**src/rtl/fifo_write_arbiter.sv**
```systemverilog
// Round-robin burst arbiter feeding the single write port of an async FIFO.
// Each grant streams words until req_last, MAX_BURST words, or the owner withdraws.
module fifo_write_arbiter #(
  parameter int NUM_REQ    = 4,
  parameter int DATA_WIDTH = 8,
  parameter int MAX_BURST  = 4,
  localparam int ID_W      = $clog2(NUM_REQ),
  localparam int CNT_W     = $clog2(MAX_BURST + 1)
) (
  input  logic                          wclk,
  input  logic                          wrst_n,
  input  logic [NUM_REQ-1:0]            req,
  input  logic [NUM_REQ*DATA_WIDTH-1:0] req_data,
  input  logic [NUM_REQ-1:0]            req_last,
  output logic [NUM_REQ-1:0]            ack,
  input  logic                          wfull,
  output logic                          winc,
  output logic [DATA_WIDTH-1:0]         wdata,
  output logic [NUM_REQ-1:0]            grant,
  output logic [ID_W-1:0]               grant_id,
  output logic                          busy
);

  typedef enum logic {IDLE, BURST} state_t;

  state_t             state_q, state_d;
  logic [NUM_REQ-1:0] grant_q, grant_d;
  logic [ID_W-1:0]    grant_id_q, grant_id_d;
  logic [ID_W-1:0]    last_id_q, last_id_d;
  logic [CNT_W-1:0]   burst_cnt_q, burst_cnt_d;

  logic               owner_req;
  logic               owner_last;
  logic               xfer;
  logic               found;
  logic [ID_W-1:0]    winner;

  // Owner mux: live request, last flag and data of the registered owner
  always_comb begin
    owner_req  = 1'b0;
    owner_last = 1'b0;
    wdata      = '0;
    for (int i = 0; i < NUM_REQ; i++) begin
      if (grant_id_q == ID_W'(i)) begin
        owner_req  = req[i];
        owner_last = req_last[i];
        wdata      = req_data[i*DATA_WIDTH +: DATA_WIDTH];
      end
    end
  end

  always_comb begin
    xfer = (state_q == BURST) && owner_req && !wfull;
    winc = xfer;
    for (int i = 0; i < NUM_REQ; i++) begin
      ack[i] = xfer && (grant_id_q == ID_W'(i));
    end
  end

  // Round-robin scan starting just after the last served requester
  always_comb begin
    found  = 1'b0;
    winner = last_id_q;
    for (int k = 1; k <= NUM_REQ; k++) begin
      for (int i = 0; i < NUM_REQ; i++) begin
        if (!found && req[i] && (((int'(last_id_q) + k) % NUM_REQ) == i)) begin
          found  = 1'b1;
          winner = ID_W'(i);
        end
      end
    end
  end

  always_comb begin
    state_d     = state_q;
    grant_d     = grant_q;
    grant_id_d  = grant_id_q;
    last_id_d   = last_id_q;
    burst_cnt_d = burst_cnt_q;
    case (state_q)
      IDLE: begin
        if (found) begin
          grant_d         = '0;
          grant_d[winner] = 1'b1;
          grant_id_d      = winner;
          burst_cnt_d     = '0;
          state_d         = BURST;
        end
      end
      BURST: begin
        if (xfer) begin
          burst_cnt_d = burst_cnt_q + CNT_W'(1);
        end
        if (!owner_req ||
            (xfer && (owner_last || (burst_cnt_q == CNT_W'(MAX_BURST - 1))))) begin
          state_d   = IDLE;
          grant_d   = '0;
          last_id_d = grant_id_q;
        end
      end
      default: state_d = IDLE;
    endcase
  end

  always_ff @(posedge wclk or negedge wrst_n) begin
    if (!wrst_n) begin
      state_q     <= IDLE;
      grant_q     <= '0;
      grant_id_q  <= '0;
      last_id_q   <= ID_W'(NUM_REQ - 1);
      burst_cnt_q <= '0;
    end else begin
      state_q     <= state_d;
      grant_q     <= grant_d;
      grant_id_q  <= grant_id_d;
      last_id_q   <= last_id_d;
      burst_cnt_q <= burst_cnt_d;
    end
  end

  assign grant    = grant_q;
  assign grant_id = grant_id_q;
  assign busy     = (state_q == BURST);

endmodule
```
**config.mk**
```make
export PLATFORM = sky130hd
export DESIGN_NAME = fifo_write_arbiter
export DESIGN_NICKNAME = d
export VERILOG_FILES = /design/src/rtl/fifo_write_arbiter.sv
export SDC_FILE = /design/constraint.sdc
export NUM_CORES = 1
export LEC_CHECK = 0
export BUFFER_PORTS_ARGS = -buffer_cell sky130_fd_sc_hd__buf_2
export CAP_MARGIN = 20
export CORE_MARGIN = 1
export CORE_UTILIZATION = 43
export DETAILED_ROUTE_END_ITERATION = 16
export GPL_TIMING_DRIVEN = 0
export HOLD_SLACK_MARGIN = 0.12
export PLACE_DENSITY = 0.83
export SYNTH_ARGS = -nofsm -noshare
export SYNTH_HDL_FRONTEND = slang
export SYNTH_SLANG_ARGS = --single-unit
```
**constraint.sdc**
```tcl
create_clock -name wclk -period 3.2 [get_ports wclk]
set_input_delay 0.32 -clock wclk [delete_from_list [all_inputs] [get_ports wclk]]
set_output_delay 0.32 -clock wclk [all_outputs]
set_load 0.03 [all_outputs]
```
Word level (Yosys, flattened, before mapping)
Cells that the tools add are included.
Storage, ports and cells
  bits in registers: 12
  latch bits: 0
  RAM bits: 0
  memory bits (read-only): 0
  logic and storage cells: 162
  memories kept: 0
Cells by class
  add/sub/neg operators: 5
  $mul: 0
  div/mod/pow operators: 0
  magnitude comparators: 2
  equality and inequality tests: 19
  shift operators: 0
  muxes and demuxes: 55
  bitwise logic cells: 5
  reduce and logical (&&, ||, !) cells: 71
Operators with widths (count)
  32-bit logical NOT: 4
  1-bit logical AND: 39
  2-bit two-way mux: 16
  8-bit two-way mux: 4
  1-bit two-way mux: 27
  3-bit == test, second input constant: 8
  1-bit logical NOT: 17
  3-bit by 2-bit == test with 1-bit output, second input constant: 5
  4-bit two-way mux: 2
  4-bit one-hot mux with 2 select lines: 1
  2-bit AND reduction: 4
  2-bit OR reduction: 4
  3-bit two-way mux: 2
  3-bit one-hot mux with 2 select lines: 1
  2-bit by 1-bit adder with 2-bit output, second input constant: 2
  2-bit adder, second input constant: 2
  1-bit AND, first input constant: 4
  2-bit == test, second input constant: 2
  2-bit by 1-bit inequality test with 1-bit output, second input constant: 2
  3-bit by 1-bit adder with 3-bit output, second input constant: 1
  2-bit by 3-bit < comparator with 1-bit output, second input constant: 1
  1-bit demux with 2-bit select: 1
  2-bit by 1-bit == test with 1-bit output, second input constant: 1
  2-bit by 1-bit greater-or-equal comparator with 1-bit output, second input constant: 1
  5 further kinds: 6

Depth between registers and ports, before layout
Gate-level depths: netlist of run 1.
  depth after elaboration: 72
  mapped depth: 6
  gate-level depth less buffers: 6

Worst setup path after synthesis of run 1
No wires, ideal clock.
  kind: reg2out
  start point: register grant_id_q[1] (netlist: grant_id[1])
  end point: output ack[1]
  arrival time: 1985 ps
  setup slack: 895 ps
  cell stages (with the launch flop): 5
  buffers on the path: 1
  path through: dfrtp_1 -> buf_6 -> mux4_2 -> nand3b_2 -> nor3b_1
On the way
  cells in the longest elaborated chain, start to end: 8
RTL lines
  start: declaration: RTL line 28  | logic [ID_W-1:0] grant_id_q, grant_id_d;
  start signal: assignment: RTL line 115  | grant_id_q <= grant_id_d;
  2-bit logical NOT: RTL line 44  | if (grant_id_q == ID_W'(i)) begin
  1-bit two-way mux (4 in series): RTL line 44
  1-bit logical AND (2 in series): RTL line 53  | xfer = (state_q == BURST) && owner_req && !wfull;
  1-bit logical AND *: RTL line 56  | ack[i] = xfer && (grant_id_q == ID_W'(i));
  end: declaration: RTL line 15  | output logic [NUM_REQ-1:0] ack,
Every way passes the cells marked *; elsewhere a longest branch is shown, timed or not.

Worst setup path after layout of run 1
  start point: register grant_id_q[1] (netlist: grant_id[1])
  end point: output ack[3]
Same word-level chain as after synthesis.

==> results of run 1 <==
timing repair:
| item | 4_1_cts | 5_1_grt |
|---|---|---|
| hold buffers | 1 | 0 |
| gates resized for setup | 0 | 0 |
| endpoints found under the hold margin | 10 | 0 |
| buffers inserted | 0 | 0 |
critical path, stage by stage (launching register included):
cell	delay, ns
dfrtp_1	0.36
buf_6	0.13
mux4_2	0.55
nand3b_2	0.22
inv_2	0.05
and3_1	0.18
buf_2	0.17
cells by family after synthesis:
logic type                 synth area share (%)
muxes                                     28.33
and+or+nand+nor                           15.83
adders and majority gates                 2.777
DFF                                       33.61
buffers and inverters                     5.278
AOI/OAI and AO/OA                         14.17
final timing paths:
| kind | from | end | slack [ns] | cells after the start |
|---|---|---|---|---|
| setup / recovery | grant_id[1] | ack[3] | 0.93 | 6 |
| hold / removal | wrst_n | grant[0] | 0.44 | 2 |
| max in group asynchronous | wrst_n | last_id_q[0] | 2.49 | 2 |
| min in group wclk | req[2] | busy | 0.46 | 4 |
| hold reg to reg | grant[0] | grant[0] | 0.49 | 1 |
| setup reg to reg | grant_id[1] | grant[2] | 1.52 | 5 |
cells in the final DEF, fill, tap and decap left out, types with 2 or more instances in the layout:
| master | synthesis | routed |
|---|---|---|
| nand3_1 | 3 | 3 |
| mux4_2 | 9 | 9 |
| nor3_1 | 2 | 2 |
| nor2_1 | 2 | 2 |
| nand2b_1 | 4 | 4 |
| nor3b_1 | 3 | 3 |
| inv_2 | 2 | 2 |
| a22o_1 | 2 | 2 |
| nand2_1 | 2 | 2 |
| clkbuf_4 | 0 | 3 |
| o2bb2ai_1 | 2 | 2 |
| inv_1 | 2 | 2 |
| dfrtp_1 | 10 | 10 |
| mux2_1 | 2 | 2 |
| mux2i_1 | 3 | 3 |
| buf_2 | 2 | 64 |
| a21oi_1 | 2 | 2 |
| dfstp_2 | 2 | 2 |
| nor2b_1 | 2 | 2 |
| o21ai_0 | 4 | 4 |
| ha_1 | 2 | 2 |
area by class of cell:
class | instances | area share [%]
multi-input cells | 57 | 42.64
repair buffers | 63 | 24.81
flip-flops and latches | 12 | 23.45
plain buffers | 5 | 2.519
clock buffers | 4 | 2.810
well taps | 27 | 2.616
inverters | 4 | 1.163
sequential cells by signal, indices dropped and copies added, names as in the netlist:
signal,flops
busy,1
burst_cnt_q,3
grant,4
grant_id,2
last_id_q,2
metal layers:
metal / vias up / global-route usage [%]
li1: 434 / -
met1: 398 / 27.51
met2: 37 / 30.81
met3: 4 / 4.528
met4: 0 / 5.000
met5: - / 0
where the power goes:
group	internal, W	leakage, nW	switching (W)
Clock	0.0000692	0.0210	0.0000498
Sequential	0.000230	0.151	0.0000551
Combinational	0.000340	0.485	0.000502
Total	0.000639	0.657	0.000606
per-stage QoR:
stage          cell area, um^2  cells  util (%)  worst slack (ns)  hold slack [ns]
4_1_cts                   1291    172     65.82            0.9165           0.4416
5_1_grt                   1291    172     65.82            0.8355           0.4536
6_report                  1291    172     65.82            0.9350           0.4444
3_3_place_gp              1245    167     63.46             1.266           0.2011
2_1_floorplan            900.9     78         -            0.8950          0.02441
3_5_place_dp              1245    167     63.46             1.228           0.2065
==> results.json, run 1 <==
{
  "skew_ns": 0.004011,
  "synth_seq_cells": 12,
  "tns_ns": 0,
  "grt_max_degree": 13,
  "drive_gt1_share_pct": 60.00,
  "wl_mm": 2.185,
  "antenna_left": 0,
  "drtIter0Drc": 12,
  "synth-main-ff-cell": "dfrtp_1",
  "clk_pin_slew_ns": 0.07,
  "period_share_pct": 70.78,
  "cts.sinks": 12,
  "setup_viol": 0,
  "crit_path_end_kind": "output pin",
  "synthTopCellsByCount": "dfrtp_1, mux4_2, nand2b_1, o21ai_0",
  "ir_drop_uv": 541.1,
  "clk_latency_ns": 0.27,
  "synth_edf_count": 0,
  "rows": 16,
  "p_leak_nw": 0.6572,
  "grt_pass1_wl_mm": 3.118,
  "crit_arrival_ns": 1.95,
  "worstMarginPinSlew_ns": 0.4617,
  "synth_cell_type_count": 36,
  "yosys.cell_count.top_type": "dfrtp_1",
  "drv_slew": 0,
  "ctsRootBufferMaster": "clkbuf_4",
  "avgViaCountPerCell": 5.076,
  "finalPower_w": 0.001246,
  "ys_seq_area_share_pct": 33.61,
  "ys_async_sr_fraction_pct": 100.0,
  "dr_total_vias": 873,
  "synth_top_cell_by_area": "dfrtp_1",
  "ys.warnings.count": 0,
  "path_max_fanout": 10,
  "critPathKind": "register to output pin",
  "antenna_found_initial": 0,
  "die_area_um2": 2282,
  "route.detailed.drc": 0,
  "syn_area_per_cell_um2": 11.55,
  "drtPass1Iterations": 4,
  "wl_per_cell_um": 12.70,
  "hold_violations": 0,
  "synth_nets": 123,
  "power_density_nw_per_um2": 964.7,
  "nets": 191,
  "dp_hpwl_mm": 1.783,
  "gp_congestion": 0.7159,
  "dr_wl_met3_um": 196,
  "die_w_um": 47.77,
  "maxCapViolCount": 0,
  "wl_met1_um": 968,
  "yosys-top-cells-area": "dfrtp_1, mux4_2, dfstp_2, mux2i_1, ha_1",
  "track_usage_pct": 19.64,
  "fillers": 175,
  "maxUsedRoutingLayer": "met4",
  "syn2layout_area_growth_pct": 43.33,
  "grt_overflow": 0,
  "hp-class": "input port to asynchronous set/reset pin",
  "wl_met2_mm": 1.001,
  "fmax_mhz": 441.5,
  "clockBufferDepth": 2,
  "synthCells": 78,
  "grt_pass1_vias": 715,
  "start_util_pct": 45.92,
  "numCtsBuffers": 3,
  "cts_tree": "yes",
  "core_area_um2": 1962,
  "port_buffers": 62,
  "synth.cell_area_um2": 900.9,
  "netlist.area_leader.share_pct": 27.78,
  "critPathRequiredTime_ns": 2.88,
  "rsz0062_at_grt": "false",
  "period_minus_slack_ns": 2.265,
  "start_kind": "register",
  "maxSlewHeadroom_pct": 69.22,
  "cts_htree_levels": 1,
  "status": "finished clean",
  "ios": 63,
  "antennaDiodeCount": 0,
  "seqCellArea_um2": 302.8,
  "multiInputGateArea_um2": 550.5,
  "die_h_um": 47.77
}
(Power assumes the default switching activity.)
==> run 2: changes to the inputs <==
CORE_UTILIZATION = 36   (was 43)
PLACE_DENSITY = 0.74   (was 0.83)
clock period = 1.9 ns   (was 3.2 ns; I/O delays follow)
==> run 2 against run 1 <==
  * Die area rose by 19%
  * Wire length is 21% higher
  * Clock power grew 45%
  * Global-route usage is 1.0 points higher
  * Sequential share of layout area shrank 1.7 points
  * Sequential cell count unchanged
  * Sequential power is 74% higher
  * Final area increased by 8.1%
  * Combinational power grew 89%
  * Clock skew is 0.00069 ns higher
==> results.json, run 2 (synthesis gave the netlist of run 1 again) <==
{
  "status": "finished clean",
  "gp_congestion": 0.7126,
  "port_buffers": 62,
  "dr_total_vias": 927,
  "maxCapViolCount": 0,
  "nets": 197,
  "worst_slack_ns": 0.001195,
  "drtIter0Drc": 6,
  "clk_pin_slew_ns": 0.08,
  "grt_max_degree": 13,
  "place_area_um2": 1272,
  "maxSlewHeadroom_pct": 66.69,
  "die_h_um": 52.03,
  "avgViaCountPerCell": 5.179,
  "clk_latency_ns": 0.28,
  "wl_mm": 2.652,
  "route.detailed.drc": 0,
  "power_density_nw_per_um2": 1619,
  "rsz0062_at_grt": "true",
  "clockBufferDepth": 2,
  "antennaDiodeCount": 0,
  "skew_ns": 0.004703,
  "layout_common_cells": "buf_2, buf_4, mux4_2, dfrtp_1",
  "final_cell_area_um2": 1396,
  "place_ws_ns": 0.07232,
  "largest_reg_flops": 4,
  "dp_hpwl_mm": 2.093,
  "critPathKind": "register to output pin",
  "period_share_pct": 99.94,
  "cts_tree": "yes",
  "ir_drop_uv": 826.9,
  "die_area_um2": 2707,
  "ios": 63,
  "worstMarginPinSlew_ns": 0.4996,
  "path_max_fanout": 3,
  "rows": 17,
  "period_minus_slack_ns": 1.899,
  "hold_violations": 0,
  "final_common_cell": "buf_2",
  "drtPass1Iterations": 4,
  "critPathRequiredTime_ns": 1.71,
  "die_w_um": 52.03,
  "grt_pass1_vias": 893,
  "ctsRootBufferMaster": "clkbuf_4",
  "drv_slew": 0,
  "antenna_left": 0,
  "start_kind": "register",
  "wl_per_cell_um": 14.82,
  "syn2layout_area_growth_pct": 55.00,
  "crit_arrival_ns": 1.71,
  "drive_gt1_share_pct": 64.24,
  "cts_htree_levels": 1,
  "crit_path_end_kind": "output pin",
  "start_util_pct": 39.58,
  "fin_hold_ws_ns": 0.3064,
  "finalNonFillerCells": 179,
  "place_inst": 168,
  "fmax_mhz": 526.6,
  "setup_viol": 0,
  "core_area_um2": 2276,
  "numCtsBuffers": 3,
  "cts.sinks": 12,
  "track_usage_pct": 20.67,
  "antenna_found_initial": 0,
  "grt_overflow": 0,
  "p_leak_nw": 0.6981,
  "grt_pass1_wl_mm": 4.015,
  "hp-class": "input port to asynchronous set/reset pin"
}
## run 2: cell count changes in the layout (fill, tap and decap cells not counted), moves of 2 or more
| cell | delta |
|---|---|
| buf_2 | -6 |
| buf_4 | +9 |
| nor3b_1 | -2 |
| nor3b_2 | +2 |
## run 2: final cells by class
cell class / instances / area [um^2]
fillers: 195 / 879.6
multi-input cells: 57 / 579.3
inverters: 4 / 15.01
well taps: 28 / 35.03
repair buffers: 70 / 401.6
clock buffers: 4 / 26.28
flip-flops and latches: 12 / 304.0
plain buffers: 4 / 35.03
## run 2: path summary, 6_finish.rpt
kind / slack, ns / from / cells past startpoint / to
worst min-delay path: 0.31 / wrst_n / 2 / burst_cnt_q[1]
worst max register to register: 0.20 / grant_id[0] / 6 / grant[2]
max in group asynchronous: 1.32 / wrst_n / 2 / last_id_q[0]
min in group wclk: 0.31 / req[2] / 4 / busy
worst max-delay path: 0.001 / grant_id[1] / 5 / ack[3]
worst min register to register: 0.49 / grant[1] / 1 / grant[1]
## run 2: timing repair
action	in CTS	in global routing
endpoints found under the hold margin	12	0
pin swaps	1	1
gates resized for setup	11	0
endpoints found under the setup margin	9	8
setup buffers	7	0
hold buffers	1	0
## run 2: routing by layer
metal	track usage [%]	wire length (um)
met5	0	0
met3	4.094	170
met1	24.17	1056
met4	9.459	59
met2	35.90	1366
## run 2: per-stage QoR
| step | power, W | TNS, ns | utilization, % |
|---|---|---|---|
| after global placement | 0.001911 | 0 | 55.91 |
| after detailed placement | 0.001953 | 0 | 55.91 |
| after CTS | 0.002306 | -0.2211 | 61.85 |
| after global routing | 0.002411 | -0.1539 | 61.35 |
| final | 0.002261 | 0 | 61.35 |
| after floorplan | 0.001585 | 0 | - |
## run 2: where the power goes
group / total (W) / leakage [nW] / switching, W / internal [W]
clock: 0.000172 / 0.0150 / 0.0000909 / 0.0000816
sequential: 0.000496 / 0.150 / 0.000107 / 0.000389
combinational: 0.00159 / 0.533 / 0.000896 / 0.000697
## run 2: worst max-delay path, stage by stage (launching register included)
cell      delay, ns
dfrtp_2        0.40
mux4_2         0.55
nand3b_4       0.13
inv_2          0.04
and3_4         0.17
buf_6          0.13
